$ cat config.mk
export PLATFORM = sky130hd
export DESIGN_NAME = if_id_stage
export DESIGN_NICKNAME = d
export VERILOG_FILES = /design/src/rtl/if_id_stage_pkg.sv /design/src/rtl/if_id_stage_hazard_detect.sv /design/src/rtl/if_id_stage.sv
export SDC_FILE = /design/constraint.sdc
export NUM_CORES = 1
export LEC_CHECK = 0
export ABC_AREA = 1
export BUFFER_PORTS_ARGS = -buffer_cell sky130_fd_sc_hd__clkbuf_2
export CAP_MARGIN = 0
export CORE_ASPECT_RATIO = 0.7
export CORE_MARGIN = 4
export CORE_UTILIZATION = 41
export DETAILED_ROUTE_END_ITERATION = 16
export PLACE_DENSITY = 0.69
export SLEW_MARGIN = 25
export SYNTH_ARGS = -nofsm -noshare
export SYNTH_HDL_FRONTEND = slang
export SYNTH_SLANG_ARGS = --single-unit
export TNS_END_PERCENT = 30
$ cat constraint.sdc
create_clock -name CLK -period 1.8 [get_ports CLK]
set_input_delay 0.27 -clock CLK [delete_from_list [all_inputs] [get_ports CLK]]
set_output_delay 0.27 -clock CLK [all_outputs]
set_load 0.05 [all_outputs]
$ cat src/rtl/if_id_stage_pkg.sv
//==============================================================================
// Module : if_id_stage_pkg
// Brief  : Opcode constants, NOP word and field decode helpers for the IF/ID stage
// Rev    : 1.0 - initial release
//==============================================================================
`default_nettype none

package if_id_stage_pkg;

    localparam logic [5:0] OP_RTYPE = 6'b000000;
    localparam logic [5:0] OP_J     = 6'b000010;
    localparam logic [5:0] OP_JAL   = 6'b000011;
    localparam logic [5:0] OP_BEQ   = 6'b000100;
    localparam logic [5:0] OP_BNE   = 6'b000101;
    localparam logic [5:0] OP_SW    = 6'b101011;
    localparam logic [5:0] OP_LW    = 6'b100011;

    localparam logic [31:0] NOP = 32'h0000_0000;

    typedef struct packed {
        logic [5:0]  op;
        logic [4:0]  rs;
        logic [4:0]  rt;
        logic [25:0] target;
    } id_fields_t;

    function automatic id_fields_t f_decode(input logic [31:0] inst);
        id_fields_t f;
        f.op     = inst[31:26];
        f.rs     = inst[25:21];
        f.rt     = inst[20:16];
        f.target = inst[25:0];
        return f;
    endfunction

    // rt is read (not written) by R-type ALU ops, branches and stores
    function automatic logic f_rt_is_src(input logic [5:0] op);
        return (op == OP_RTYPE) || (op == OP_BEQ) || (op == OP_BNE) || (op == OP_SW);
    endfunction

    function automatic logic f_is_jump(input logic [5:0] op);
        return (op == OP_J) || (op == OP_JAL);
    endfunction

endpackage

`default_nettype wire

$ cat src/rtl/if_id_stage_hazard_detect.sv
//==============================================================================
// Module : if_id_stage_hazard_detect
// Brief  : Combinational load-use hazard check of the ID instruction against EXE
// Rev    : 1.0 - initial release
//==============================================================================
`default_nettype none

module if_id_stage_hazard_detect
    import if_id_stage_pkg::*;
(
    input  logic [5:0] i_op,
    input  logic [4:0] i_rs,
    input  logic [4:0] i_rt,
    input  logic       i_id_valid,
    input  logic       i_exe_memread,
    input  logic [4:0] i_exe_rt,
    output logic       o_hazard
);

    logic w_rs_match;
    logic w_rt_match;

    assign w_rs_match = (i_exe_rt == i_rs);
    assign w_rt_match = (i_exe_rt == i_rt) && f_rt_is_src(i_op);

    // r0 is hardwired zero, so a load targeting it never creates a dependency
    assign o_hazard = i_id_valid && i_exe_memread && (i_exe_rt != 5'd0)
                      && (w_rs_match || w_rt_match);

endmodule

`default_nettype wire

$ cat src/rtl/if_id_stage.sv
//==============================================================================
// Module : if_id_stage
// Brief  : IF/ID pipeline register with jump redirect, load-use stall and flush
// Rev    : 1.0 - initial release
//==============================================================================
`default_nettype none

module if_id_stage
    import if_id_stage_pkg::*;
#(
    parameter logic [31:0] NOP_INST = NOP,
    parameter int unsigned CNT_W    = 32
) (
    input  logic             CLK,
    input  logic             Reset,
    input  logic [31:0]      IF_Inst,
    input  logic [31:0]      IF_PC,
    input  logic             Branch,
    input  logic             EXE_MemRead,
    input  logic [4:0]       EXE_Rt,
    output logic [31:0]      ID_Inst,
    output logic [31:0]      ID_PC,
    output logic             ID_Valid,
    output logic             Jump,
    output logic [31:0]      ID_jpc,
    output logic             stall,
    output logic [CNT_W-1:0] stall_count,
    output logic [CNT_W-1:0] flush_count
);

    localparam logic [CNT_W-1:0] c_CNT_ONE = {{(CNT_W-1){1'b0}}, 1'b1};

    logic [31:0]      r_id_inst;
    logic [31:0]      r_id_pc;
    logic             r_id_valid;
    logic [CNT_W-1:0] r_stall_cnt;
    logic [CNT_W-1:0] r_flush_cnt;

    id_fields_t       w_f;
    logic             w_hazard;
    logic             w_stall;
    logic             w_jump;
    logic [3:0]       w_pc4_hi;
    logic [CNT_W-1:0] w_stall_inc;
    logic [CNT_W-1:0] w_flush_inc;

    assign w_f = f_decode(r_id_inst);

    if_id_stage_hazard_detect u_hazard_detect (
        .i_op          (w_f.op),
        .i_rs          (w_f.rs),
        .i_rt          (w_f.rt),
        .i_id_valid    (r_id_valid),
        .i_exe_memread (EXE_MemRead),
        .i_exe_rt      (EXE_Rt),
        .o_hazard      (w_hazard)
    );

    // A taken branch squashes ID anyway, so it overrides both stall and jump
    assign w_stall = w_hazard && !Branch;
    assign w_jump  = r_id_valid && f_is_jump(w_f.op) && !w_stall && !Branch;

    // Top nibble of PC+4: carry into bit 28 only when PC[27:2] is all ones
    assign w_pc4_hi = r_id_pc[31:28] + {3'b000, &r_id_pc[27:2]};

    assign w_stall_inc = (&r_stall_cnt) ? r_stall_cnt : r_stall_cnt + c_CNT_ONE;
    assign w_flush_inc = (&r_flush_cnt) ? r_flush_cnt : r_flush_cnt + c_CNT_ONE;

    always_ff @(posedge CLK or negedge Reset) begin
        if (!Reset) begin
            r_id_inst   <= NOP_INST;
            r_id_pc     <= 32'd0;
            r_id_valid  <= 1'b0;
            r_stall_cnt <= '0;
            r_flush_cnt <= '0;
        end else if (Branch) begin
            r_id_inst  <= NOP_INST;
            r_id_valid <= 1'b0;
            if (r_id_valid) begin
                r_flush_cnt <= w_flush_inc;
            end
        end else if (w_stall) begin
            r_stall_cnt <= w_stall_inc;
        end else if (w_jump) begin
            // The delay-slot fetch is discarded; its PC is kept for reference
            r_id_inst   <= NOP_INST;
            r_id_valid  <= 1'b0;
            r_id_pc     <= IF_PC;
            r_flush_cnt <= w_flush_inc;
        end else begin
            r_id_inst  <= IF_Inst;
            r_id_pc    <= IF_PC;
            r_id_valid <= 1'b1;
        end
    end

    assign ID_Inst     = r_id_inst;
    assign ID_PC       = r_id_pc;
    assign ID_Valid    = r_id_valid;
    assign Jump        = w_jump;
    assign ID_jpc      = {w_pc4_hi, w_f.target, 2'b00};
    assign stall       = w_stall;
    assign stall_count = r_stall_cnt;
    assign flush_count = r_flush_cnt;

endmodule

`default_nettype wire
==> metrics <==
status finished, violations left; failing checks setup timing; Vias per Instance 4.97; worst-path fanout max 2; crit path cell chain nand4_1 -> nor4_2 -> buf_4 -> and2_4 -> ha_4 -> ha_4 -> xor2_4 -> buf_12; drt pass-1 iters 5; Buf+Inv Stages, Crit Path 2; Total GRT Usage a little under a quarter; worst r2r src ID_Inst[31]$_DFFE_PN0P_; final worst slack -521 ps; count leader, synth nand2_1; register bit total from synthesis about 130; vias in the first global route 7147; Setup-failing EPs final between 100 and 150; min Tclk post-route about 2300 ps; P&R area growth vs syn 47.6%; Root Buffer clkbuf_16; WL final 24.5 mm; hpwl dp 17.5 mm; later-pin clock latency in the skew report 420 ps; Netlist cell types 37; Critical Path Stages 8; Worst Hold Class in2reg; n_diodes 0; slowest stage delay, CP 350 ps; share of cells above drive strength 1 roughly 43%; via count around 7.6k; Final Power 8.76 mW; crit path to ID_jpc[30]; Post-synth ARST share 100%; setup slack at placement -201 ps; initial antenna violation count 0; RSZ-0062 raised after global routing true; clock buffer depth 2; largest net degree at the start of global routing 43; Hold Fails Final Rpt 0; Final period util 129%; clock net sink count between 100 and 150; die area approximately 20000 µm²; crit path kind reg2out; Yosys top cell area share between 40% and 50%; Synth top cells by count nand2_1, dfrtp_1, nand3_1, inv_1, nor2_1; port bufs around 230; Avg Cell Area, Syn 7.69 µm²; hold_ws slightly above 50 ps; Worst EP arrival slightly above 2000 ps; largest area contributor in the netlist dfrtp_1; CP delay by family, top simple AND/OR/NAND/NOR gates; Max-Cap Viols 0; Worst-path clk slew ~60 ps; worst reg-to-reg path cell count 14; # nets final 1357; Most Frequent Cell on Critical Path ha_4; fin. max-slew vios 0; register area share after synthesis roughly 44%; CP required between 1500 and 2000 ps; Post-synth EDFFs 0; Fmax 431 MHz; row count 40; VDD IR max 526 µV; Core Area roughly 17000 µm²; Initial Utilization 42.4%; CTS tree done; grt ovf 0; flop-to-flop setup slack -250 ps; H-tree levels 4; Leak Pwr between 5 and 6 nW; wire per inst about 16 µm; crit start category register; clock skew about 10 ps; Worst Setup End Kind output port; Residual DRC 0; Critical-path top delay cell dfrtp_2; Die Wd around 170 µm; post-route ant nets 0; GPL Wtd Cong ~0.97; synth warn 0; final setup TNS -16390 ps; die height ~120 µm; Mapped Cells roughly 960; Mapped Area 7360 µm²; final design utilization a little over three fifths; first-pass GRT wire length ~38 mm; Worst Setup SP ID_PC[7]$_DFFE_PN0P_; r2r endpoint stall_count[14]$_DFFE_PN0P_; pwr/cell area around 810 nW/µm²; I/O Pins between 200 and 250; DR iter-0 viols 727; largest cells by area after synthesis dfrtp_1, nand2_1, xor2_1, nand3_1, inv_1; TritonCTS Buffers 17; commonest register cell after synthesis dfrtp_1
[placed cells by master (no fill, tap or decap), types with 2 or more instances in the layout]
| cell type | count |
|---|---|
| buf_12 | 16 |
| buf_4 | 90 |
| buf_6 | 11 |
| buf_8 | 4 |
| bufinv_16 | 3 |
| clkbuf_1 | 2 |
| clkbuf_16 | 26 |
| clkbuf_2 | 226 |
| clkinv_2 | 2 |
| clkinv_4 | 6 |
| conb_1 | 2 |
| dfrtp_1 | 70 |
| dfrtp_2 | 59 |
| ha_4 | 3 |
| inv_1 | 70 |
| inv_2 | 8 |
| nand2_1 | 334 |
| nand2_2 | 27 |
| nand2_4 | 13 |
| nand2_8 | 2 |
| nand3_1 | 70 |
| nand3_2 | 6 |
| nand3_4 | 2 |
| nand3b_1 | 3 |
| nand4_1 | 15 |
| nor2_1 | 59 |
| nor2_2 | 3 |
| nor2_4 | 8 |
| nor3_1 | 27 |
| nor3_2 | 7 |
| nor3b_1 | 2 |
| o21ai_0 | 6 |
| o21ai_1 | 14 |
| o21ai_2 | 18 |
| xnor2_1 | 17 |
| xor2_1 | 46 |
[report_power, final]
part           leakage (nW)  internal (mW)  switching (mW)  total (mW)
Combinational          3.61          0.623            1.36        1.98
Sequential             1.63           3.08           0.154        3.24
Clock                 0.294           2.22            1.33        3.55
Total                  5.53           5.93            2.84        8.76
[tightest hold or removal path, cell delays in order]
cell	delay (ps)
clkbuf_2	80
nand2_1	40
nand2_1	40
[repair_timing]
| item | in CTS | in global routing |
|---|---|---|
| setup buffers | 13 | 13 |
| hold endpoints to repair | 39 | 0 |
| gates cloned | 3 | 9 |
| gates resized for setup | 33 | 57 |
| hold buffers | 1 | 0 |
| endpoints found under the setup margin | 133 | 133 |
| pin swaps | 16 | 30 |
[kinds of logic (layout without fill, tap and decap cells)]
group,Yosys count,in the layout,share of synthesized area [%]
flops,129,129,43.8
simple gates,583,584,34.9
other cells,1,2,0.0509
compound gates,40,40,3.45
fa+ha+maj,4,4,0.680
buf+inv,136,469,9.31
xor+xnor,65,65,7.73
[state kept, by name, indices dropped and copies added, names as in the netlist]
name	flops
ID_Inst	32
stall_count	32
flush_count	32
ID_PC	32
ID_Valid	1
[metal layers]
metal  GRT usage (%)  wire length [µm]  share of wire, %  vias up
li1                -                 -                 -     3640
met4            5.93               412               1.7        0
met2            34.7             10900                44      363
met3            6.16              2150               8.8       37
met5               0                 0                 0        -
met1            33.0             11100                45     3531
[how the worst min path moves through the flow]
stage,depth (start not counted),startpoint,end
after detailed placement,1,Reset,flush_count[18]$_DFFE_PN0P_
after floorplan,0,Reset,ID_Inst[0]$_DFFE_PN0P_
after global placement,1,Reset,flush_count[18]$_DFFE_PN0P_
after CTS,3,IF_Inst[7],ID_Inst[7]$_DFFE_PN0P_
final,3,IF_Inst[3],ID_Inst[3]$_DFFE_PN0P_
after global routing,3,IF_Inst[2],ID_Inst[2]$_DFFE_PN0P_
[layout make-up]
class / instances / area [µm²]
Clock buffer: 20 / 447
Clock inverter: 12 / 160
Fill cell: 1527 / 6500
Inverter: 79 / 299
Multi-Input combinational cell: 695 / 3800
Sequential cell: 129 / 3300
Tap cell: 231 / 289
Timing Repair Buffer: 358 / 2570
[metrics by stage]
| step | cells | cell area (µm²) |
|---|---|---|
| 3_3_place_gp | 1455 | 9460 |
| 3_5_place_dp | 1455 | 9460 |
| 5_1_grt | 1524 | 10900 |
| 2_1_floorplan | 959 | 7560 |
| 4_1_cts | 1504 | 10400 |
| 6_report | 1524 | 10900 |
Power figures use the tool's default switching activity.
